### src/rtl/fix_msg_serializer.sv
// rtl/fix_msg_serializer.sv - FIX tag/value pair to ASCII byte stream serializer with checksum trailer
module fix_msg_serializer (
  input  logic         clk,
  input  logic         rst,
  input  logic         pair_valid_i,
  output logic         pair_ready_o,
  input  logic [31:0]  tag_i,
  input  logic [255:0] value_i,
  input  logic         last_i,
  output logic [7:0]   data_o,
  output logic         data_valid_o,
  input  logic         data_ready_i,
  output logic         start_message_o,
  output logic         end_message_o,
  output logic         err_o
);

  typedef enum logic [2:0] {
    S_IDLE, S_TAG, S_EQ, S_VAL, S_SOH, S_CK_TAG, S_CK_DIG, S_CK_SOH
  } state_t;

  function automatic logic [2:0] tag_len(input logic [31:0] t);
    logic [2:0] n;
    n = 3'd0;
    for (int i = 0; i < 4; i++)
      if (t[8*i +: 8] != 8'h00) n = 3'(i + 1);
    return n;
  endfunction

  function automatic logic [5:0] val_len(input logic [255:0] v);
    logic [5:0] n;
    n = 6'd0;
    for (int i = 0; i < 32; i++)
      if (v[8*i +: 8] != 8'h00) n = 6'(i + 1);
    return n;
  endfunction

  // Decimal split of the checksum by compare/subtract: {hundreds, tens, units}.
  function automatic logic [11:0] cs_digits(input logic [7:0] c);
    logic [7:0] r;
    logic [3:0] h;
    logic [3:0] t;
    r = c;
    h = 4'd0;
    if (r >= 8'd200) begin
      h = 4'd2;
      r = r - 8'd200;
    end else if (r >= 8'd100) begin
      h = 4'd1;
      r = r - 8'd100;
    end
    t = 4'd0;
    for (int i = 0; i < 9; i++) begin
      if (r >= 8'd10) begin
        t = t + 4'd1;
        r = r - 8'd10;
      end
    end
    return {h, t, r[3:0]};
  endfunction

  state_t       state;
  logic [31:0]  tag_q;
  logic [255:0] val_q;
  logic         last_q;
  logic [5:0]   nval_q;
  logic [4:0]   idx;
  logic [7:0]   cs;
  logic         msg_open;

  logic         accept;
  logic         xfer;
  logic [2:0]   ntag_in;
  logic [5:0]   nval_in;
  logic [1:0]   ntag_m1;
  logic [4:0]   nval_m1;
  logic [4:0]   idx_dn;
  logic [11:0]  digits;

  assign pair_ready_o = (state == S_IDLE) && !rst;
  assign accept       = pair_valid_i && pair_ready_o;
  assign xfer         = data_valid_o && data_ready_i;
  assign ntag_in      = tag_len(tag_i);
  assign nval_in      = val_len(value_i);
  assign ntag_m1      = 2'(ntag_in - 3'd1);
  assign nval_m1      = 5'(nval_q - 6'd1);
  assign idx_dn       = idx - 5'd1;
  assign digits       = cs_digits(cs);

  // data_o always holds the byte being offered; a transfer loads the next one.
  always_ff @(posedge clk) begin
    if (rst) begin
      state           <= S_IDLE;
      tag_q           <= '0;
      val_q           <= '0;
      last_q          <= 1'b0;
      nval_q          <= '0;
      idx             <= '0;
      cs              <= '0;
      msg_open        <= 1'b0;
      data_o          <= 8'h00;
      data_valid_o    <= 1'b0;
      start_message_o <= 1'b0;
      end_message_o   <= 1'b0;
      err_o           <= 1'b0;
    end else begin
      err_o <= 1'b0;
      if (xfer) start_message_o <= 1'b0;
      case (state)
        S_IDLE: begin
          if (accept) begin
            if (ntag_in == 3'd0) begin
              err_o <= 1'b1;
            end else begin
              tag_q        <= tag_i;
              val_q        <= value_i;
              last_q       <= last_i;
              nval_q       <= nval_in;
              idx          <= {3'b000, ntag_m1};
              data_o       <= tag_i[{ntag_m1, 3'b000} +: 8];
              data_valid_o <= 1'b1;
              state        <= S_TAG;
              if (!msg_open) begin
                start_message_o <= 1'b1;
                msg_open        <= 1'b1;
              end
            end
          end
        end
        S_TAG: begin
          if (xfer) begin
            cs <= cs + data_o;
            if (idx == 5'd0) begin
              data_o <= 8'h3D;
              state  <= S_EQ;
            end else begin
              idx    <= idx_dn;
              data_o <= tag_q[{idx_dn[1:0], 3'b000} +: 8];
            end
          end
        end
        S_EQ: begin
          if (xfer) begin
            cs <= cs + data_o;
            if (nval_q == 6'd0) begin
              data_o <= 8'h01;
              state  <= S_SOH;
            end else begin
              idx    <= nval_m1;
              data_o <= val_q[{nval_m1, 3'b000} +: 8];
              state  <= S_VAL;
            end
          end
        end
        S_VAL: begin
          if (xfer) begin
            cs <= cs + data_o;
            if (idx == 5'd0) begin
              data_o <= 8'h01;
              state  <= S_SOH;
            end else begin
              idx    <= idx_dn;
              data_o <= val_q[{idx_dn, 3'b000} +: 8];
            end
          end
        end
        S_SOH: begin
          if (xfer) begin
            cs <= cs + data_o;
            if (last_q) begin
              data_o <= 8'h31;
              idx    <= 5'd2;
              state  <= S_CK_TAG;
            end else begin
              data_valid_o <= 1'b0;
              state        <= S_IDLE;
            end
          end
        end
        S_CK_TAG: begin
          // idx 2,1,0 offer "1", "0", "="; cs is final and frozen from here on.
          if (xfer) begin
            if (idx == 5'd2) begin
              data_o <= 8'h30;
              idx    <= idx_dn;
            end else if (idx == 5'd1) begin
              data_o <= 8'h3D;
              idx    <= idx_dn;
            end else begin
              data_o <= 8'h30 + {4'h0, digits[11:8]};
              idx    <= 5'd2;
              state  <= S_CK_DIG;
            end
          end
        end
        S_CK_DIG: begin
          if (xfer) begin
            if (idx == 5'd2) begin
              data_o <= 8'h30 + {4'h0, digits[7:4]};
              idx    <= idx_dn;
            end else if (idx == 5'd1) begin
              data_o <= 8'h30 + {4'h0, digits[3:0]};
              idx    <= idx_dn;
            end else begin
              data_o        <= 8'h01;
              end_message_o <= 1'b1;
              state         <= S_CK_SOH;
            end
          end
        end
        S_CK_SOH: begin
          if (xfer) begin
            data_valid_o  <= 1'b0;
            end_message_o <= 1'b0;
            cs            <= 8'h00;
            msg_open      <= 1'b0;
            state         <= S_IDLE;
          end
        end
        default: state <= S_IDLE;
      endcase
    end
  end

endmodule

### config.mk
export PLATFORM = sky130hd
export DESIGN_NAME = fix_msg_serializer
export DESIGN_NICKNAME = d
export VERILOG_FILES = /design/src/rtl/fix_msg_serializer.sv
export SDC_FILE = /design/constraint.sdc
export NUM_CORES = 1
export LEC_CHECK = 0
export ABC_CLOCK_PERIOD_IN_PS = 12200
export CELL_PAD_IN_SITES_DETAIL_PLACEMENT = 2
export CELL_PAD_IN_SITES_GLOBAL_PLACEMENT = 2
export CORE_MARGIN = 4
export CORE_UTILIZATION = 33
export DETAILED_ROUTE_END_ITERATION = 10
export HOLD_SLACK_MARGIN = 0.08
export PLACE_DENSITY = 0.91
export SETUP_SLACK_MARGIN = 0.1
export SYNTH_ARGS = -nofsm -noshare
export SYNTH_HDL_FRONTEND = slang
export SYNTH_SLANG_ARGS = --single-unit
### constraint.sdc
create_clock -name clk -period 12.2 [get_ports clk]
set_clock_uncertainty 0.05 [all_clocks]
set_input_delay 1.83 -clock clk [delete_from_list [all_inputs] [get_ports clk]]
set_output_delay 1.83 -clock clk [all_outputs]
set_load 0.005 [all_outputs]
Word-level counts from Yosys, hierarchy flattened
Index checks and enable logic that the tools add are counted.
- register bits after elaboration: 324
- input bits: 293
- word-level logic and storage cells: 277
- shift-type cells: 4
- reductions and logical operators: 61
- bitwise logic cells: 3
- magnitude comparators: 11
- mux-type cells: 128
- add/sub/neg operators: 26
- equality and inequality tests: 31
- operator list (kind ; number):
    $shiftx 256x9->8 ; 2
    $reduce_bool 8->1 ; 36
    $mux 8 ; 24
    $mux 6 ; 31
    $ge 8x4->1 const B ; 9
    $mux 5 ; 14
    $shiftx 32x6->8 ; 2
    $sub 8x4->8 const B ; 8
    $mux 3 ; 20
    $pmux 8 s7 ; 1
    $ne 2x2->1 const B ; 19
    $mux 4 ; 9
    $add 4x1->4 const B ; 8
    $pmux 5 s6 ; 1
    $mux 7 ; 4
    $pmux 3 s8 ; 1
    $add 6x4->7 const A ; 3
    $mux 1 ; 18
    $pmux 8 s2 ; 1
    $reduce_and 15->1 ; 1
    $eq 3x3->1 const B ; 4
    $reduce_and 12->1 ; 1
    $reduce_and 10->1 ; 1
    $sub 5x1->5 const B ; 2
    other kinds (33) ; 44

Depth between registers and ports, before layout
- word-level depth: 33
- gate-level depth with buffers: 49
- gate-level depth less buffers: 45

Least setup slack after synthesis
Ideal clock, no wire load.
- path kind: register -> register
- start: register cs[2]
- end: register data_o[2]
- path buffers: 3
- cell stages (with the launch flop): 46
- setup time: 0.075 ns
- required time: 12.075 ns
- slack: 3.087 ns
- period minus slack after synthesis: 9.113 ns
- arrival: 8.987 ns
- path through: dfxtp_1 -> buf_2 -> inv_1 -> ha_1 -> or3b_1 -> buf_2 -> a2111oi_2 -> a311oi_1 -> a211oi_2 -> nor2_1 -> nand2_1 -> inv_2 -> xnor2_1 -> ha_1 -> nand2b_1 -> nor4_1 -> a22oi_1 -> o211ai_2 -> [10 not listed] -> nand2b_1 -> buf_6 -> o32ai_2 -> o31ai_4 -> and2_1 -> o21ai_0 -> a221o_1 -> xnor2_1 -> inv_1 -> ha_1 -> nand2b_1 -> a31o_2 -> nand2_1 -> mux2i_1 -> ha_1 -> or4_1 -> o211a_1 -> o22ai_2
- word-level cells in the longest chain between the ends: 26
- elaborated cells between the ends (all ways): 62
- ends and longest elaborated chain (item ; RTL line ; RTL):
    from (decl) ; 68 ; logic [7:0] cs;
    from (signal assigned) ; 132 ; cs <= cs + data_o;
    from (signal assigned) ; 144 ; cs <= cs + data_o;
    from (signal assigned) ; 157 ; cs <= cs + data_o;
    $sub 8x7->8 or $ge 8x7->1 (tied branches) ; 50, 48 ;
    $mux 8 ; 48 ; end else if (r >= 8'd100) begin
    $mux 8 ; 45 ; if (r >= 8'd200) begin
    $sub 8x4->8 or $ge 8x4->1 (tied branches) ; 56, 54 ;
    $mux 8 ; 54 ; if (r >= 8'd10) begin
    $sub 8x4->8 or $ge 8x4->1 (tied branches) ; 56, 54 ;
    $mux 8 ; 54 ;
    $sub 8x4->8 or $ge 8x4->1 (tied branches) ; 56, 54 ;
    [10 not listed] ; n/a ;
    $mux 8 ; 54 ;
    $ge 8x4->1 or $sub 4x4->4 (tied branches) ; 54, 56 ;
    $mux 4 ; 54 ;
    $add 6x4->7 ; 202 ; data_o <= 8'h30 + {4'h0, digits[3:0]};
    $mux 7 ; 201 ; end else if (idx == 5'd1) begin
    $mux 7 ; 198 ; if (idx == 5'd2) begin
    $mux 8 ; 197 ; if (xfer) begin
    $pmux 8 s7 (*) ; 109 ; case (state)
    to (signal assigned) ; 120 ; data_o <= tag_i[{ntag_m1, 3'b000} +: 8];
    to (signal assigned) ; 199 ; data_o <= 8'h30 + {4'h0, digits[7:4]};
    to (signal assigned) ; 202 ;
    to (decl) ; 10 ; output logic [7:0] data_o,
Mark *: on every way between the ends. The rest lies on a longest branch, timed or not. The select of a mux whose other input is x is not followed.
A chain may end at the register's enable or synchronous reset.

Worst setup path after layout
Same ends and word-level chain as after synthesis.

==> flow_metrics.tcl <==
set metrics [dict create \
    syn_area_per_cell_um2 8.43 \
    grt_max_degree 225 \
    r2r_end "data_o[2]$_SDFFE_PP0P_" \
    synth_area_leaders "dfxtp_1, mux4_2, nand2_1" \
    detail_route.iter0.violations 2069 \
    cts_tree "yes" \
    grt_use_met3_pct 5.49 \
    grt_usage_pct 28.9 \
    final_net_count 2941 \
    synth_async_sr_flop_share_pct 0 \
    seq_area_frac_synth_pct 31.8 \
    vdd_ir_drop_max_mv 0.134 \
    clk_path_buf_depth 3 \
    cts.reportedPaths.clkPinSlew_ns 0.06 \
    finalCritPeriodShare_pct 92.4 \
    cts.repair.resized 0 \
    row_count 90 \
    die_h_um 257 \
    area_delta_synth_final_pct 23.8 \
    synth-warning-count 0 \
    numClockSinks 324 \
    grt-ovfl-total 0 \
    reg2reg_depth 43 \
    whs_path_depth 2 \
    wl_per_cell_um 29.1 \
    cp-start-kind "flop" \
    io_buffer_count 305 \
    outcome "finished, final reports clean" \
    grt_pass1_vias 23500 \
    arrival_ns 11.73 \
    die_x_um 257 \
    antenna_left 0 \
    synth_cells 2420 \
    min_to "tag_q[20]$_SDFFE_PP0P_" \
    ff2ff_setup_slack_ns 0.92 \
    cap_violations 0 \
    synth_cell_type_count 113 \
    dieArea_mm2 0.0658 \
    netlist_area_mm2 0.0204 \
    hold_buffers 0 \
    p_leak_nw 8.51 \
    drc 0 \
    synth-edff-count 0 \
    synth_top_area_share_pct 31.8 \
    htree_levels 2 \
    io_pins 306 \
    grt_antenna_before_repair 2 \
    synth_seq_cells 324 \
    worstHoldPathType "reg2reg" \
    end_kind "flop" \
    synthesis.nets 2744 \
    top_usage_layer "met2" \
    core_region_area_mm2 0.0608 \
    layout_min_cycle_time_ns 11.28 \
    tightest_slew_ns 1.43 \
    gr-usage-met2_pct 50.7 \
    insertion_delay_ns 0.58 \
    ys.flop_type "dfxtp_1" \
    fmaxAchievable_mhz 88.7 \
    root_buffer "clkbuf_16" \
    synth_area_leader_cell "dfxtp_1" \
    initial_utilization_pct 33.5 \
    cp_common_cell "ha_1" \
    power_mw 4.11 \
    critical_path_required_ns 12.65 \
    finalWirelength_um 99600 \
    vias_per_cell 6.26 \
    slew-limit-headroom_pct 3.65 \
    num_vias 21500 \
    critical_path_class "reg2reg" \
    gp_congestion 0.878 \
    p_per_area_mw_per_mm2 163 \
    cts_buffers 39 \
    hold_start "tag_q[20]$_SDFFE_PP0P_" \
    path_max_fanout 13 \
    hpwlAfterDp_um 71600 \
    finalSetupViolCount 0 \
    cp_slowest_cell "or4_1" \
    use_met1_pct 34.6 \
    slew_violations 0 \
    drive_gt1_share_pct 12.2 \
    tns_ns 0 \
    hold_viol 0 \
    cp_slowest_stage_delay_ns 0.53 \
    drt_pass1_iterations 5 \
    grt_pass1_wl_um 149000 \
    rr_startpoint "cs[2]$_SDFFE_PP0P_" \
    rsz0062_at_grt "false" \
    post_cts_buffers 0 \
]
logic make-up (layout without fill, tap and decap cells):
family                   Yosys count  count (layout)  share of synthesized area (%)
AND/OR/NAND/NOR                 1025            1025                           21.9
adder cells (fa/ha/maj)           32              32                           1.99
XOR/XNOR                          43              43                           1.98
other                              0               1                              0
buffers and inverters            198             423                           3.83
AO/OA/AOI/OAI                    599             599                           18.4
flip-flops                       324             324                           31.8
multiplexers                     199             199                           20.1
through the flow:
step / cells / utilization [%] / worst slack, ns / instance area (µm²) / hold slack, ns
floorplan: 2420 / - / 3.09 / 20400 / 0.383
global placement: 3358 / 39.4 / 1.32 / 24000 / 0.388
CTS: 3427 / 41.5 / 0.652 / 25200 / 0.413
finish: 3428 / 41.5 / 0.923 / 25300 / 0.415
detailed placement: 3358 / 39.4 / 0.738 / 24000 / 0.405
global route: 3428 / 41.5 / 0.163 / 25300 / 0.436
state kept, by name, summed over array words and instances (netlist names):
register         flops
val_q              256
tag_q               32
cs                   8
data_o               8
nval_q               6
idx                  5
state                3
data_valid_o         1
end_message_o        1
err_o                1
last_q               1
msg_open             1
start_message_o      1
layout make-up:
| class | count | area [µm²] |
|---|---|---|
| Clock buffer | 55 | 1130 |
| Fill cell | 6659 | 35600 |
| Clock inverter | 14 | 120 |
| Antenna cell | 1 | 2.50 |
| Multi-Input combinational cell | 1898 | 13200 |
| Tap cell | 782 | 978 |
| Sequential cell | 324 | 6490 |
| Inverter | 31 | 116 |
| Timing Repair Buffer | 323 | 3220 |
worst max-delay path by stage:
stage                       start                endpoint  slack, ns  cells after the start
4_1_cts        cs[2]$_SDFFE_PP0P_  data_o[2]$_SDFFE_PP0P_       0.65                     44
3_3_place_gp   cs[2]$_SDFFE_PP0P_  data_o[2]$_SDFFE_PP0P_       1.32                     44
6_report       cs[2]$_SDFFE_PP0P_  data_o[2]$_SDFFE_PP0P_       0.92                     43
5_1_grt        cs[2]$_SDFFE_PP0P_  data_o[2]$_SDFFE_PP0P_       0.16                     43
3_5_place_dp   cs[2]$_SDFFE_PP0P_  data_o[2]$_SDFFE_PP0P_       0.74                     44
2_1_floorplan  cs[2]$_SDFFE_PP0P_  data_o[2]$_SDFFE_PP0P_       3.09                     45
layer usage:
metal / vias to the layer above / part of all wire, %
li1: 9228 / -
met5: - / 0.0070
met4: 2 / 5.0
met3: 297 / 6.3
met1: 11000 / 39
met2: 942 / 49
power by group:
part	leakage (nW)	switching, mW	internal [mW]	total (mW)
registers	2.64	0.147	1.17	1.32
clock network	0.621	0.511	0.668	1.18
logic	5.25	0.963	0.648	1.61
worst max-delay path: cells and delay by family, from the launching register on:
family	cells	cell delay, ns
compound gates	15	3.66
flops	1	0.45
mux	2	0.78
fa+ha+maj	5	1.09
xor+xnor	2	0.59
simple gates	15	3.99
buf+inv	4	0.54
cell usage in the layout (no fill, tap or decap), types with 25 or more instances in the layout:
cell             synthesis  routed
nor2_1                 114     112
o21ai_0                 46      46
nor3_1                  25      25
xnor2_1                 27      25
clkdlybuf4s50_1          0     304
nand2_1                690     690
inv_1                   28      28
nor4_1                  46      46
mux4_2                 168     168
or4_1                   31      31
clkbuf_16                0      39
ha_1                    30      28
a21oi_1                358     357
dfxtp_1                324     322
mux2i_1                 26      26
synthesized netlist by cell type, types with 4 or more instances:
library cell and count:
a22oi_1 10, a21oi_1 358, clkbuf_1 130, o221ai_1 6, nand3_1 24, nor4_1 46, inv_1 28, dfxtp_1 324
o31ai_1 7, o32ai_1 4, and4_1 4, nor3b_1 6, xnor2_1 27, mux2i_1 26, or4_1 31, or2_2 7
mux2_2 5, nor2b_1 5, and2_1 11, a31oi_1 17, nor3_1 25, ha_1 30, o21a_1 4, and3_1 9
nand2b_1 11, nand4_1 13, or3_1 7, o211ai_1 8, o211a_1 4, o21ai_1 4, a211oi_1 24, a221o_1 5
o22ai_1 15, nor2_1 114, buf_1 27, xor2_1 14, o21ai_0 46, a21o_1 11, buf_2 6, mux4_2 168
a31o_2 5, nand2_1 690, o21bai_1 4
Note: power is estimated with default switching activity, not from simulation.
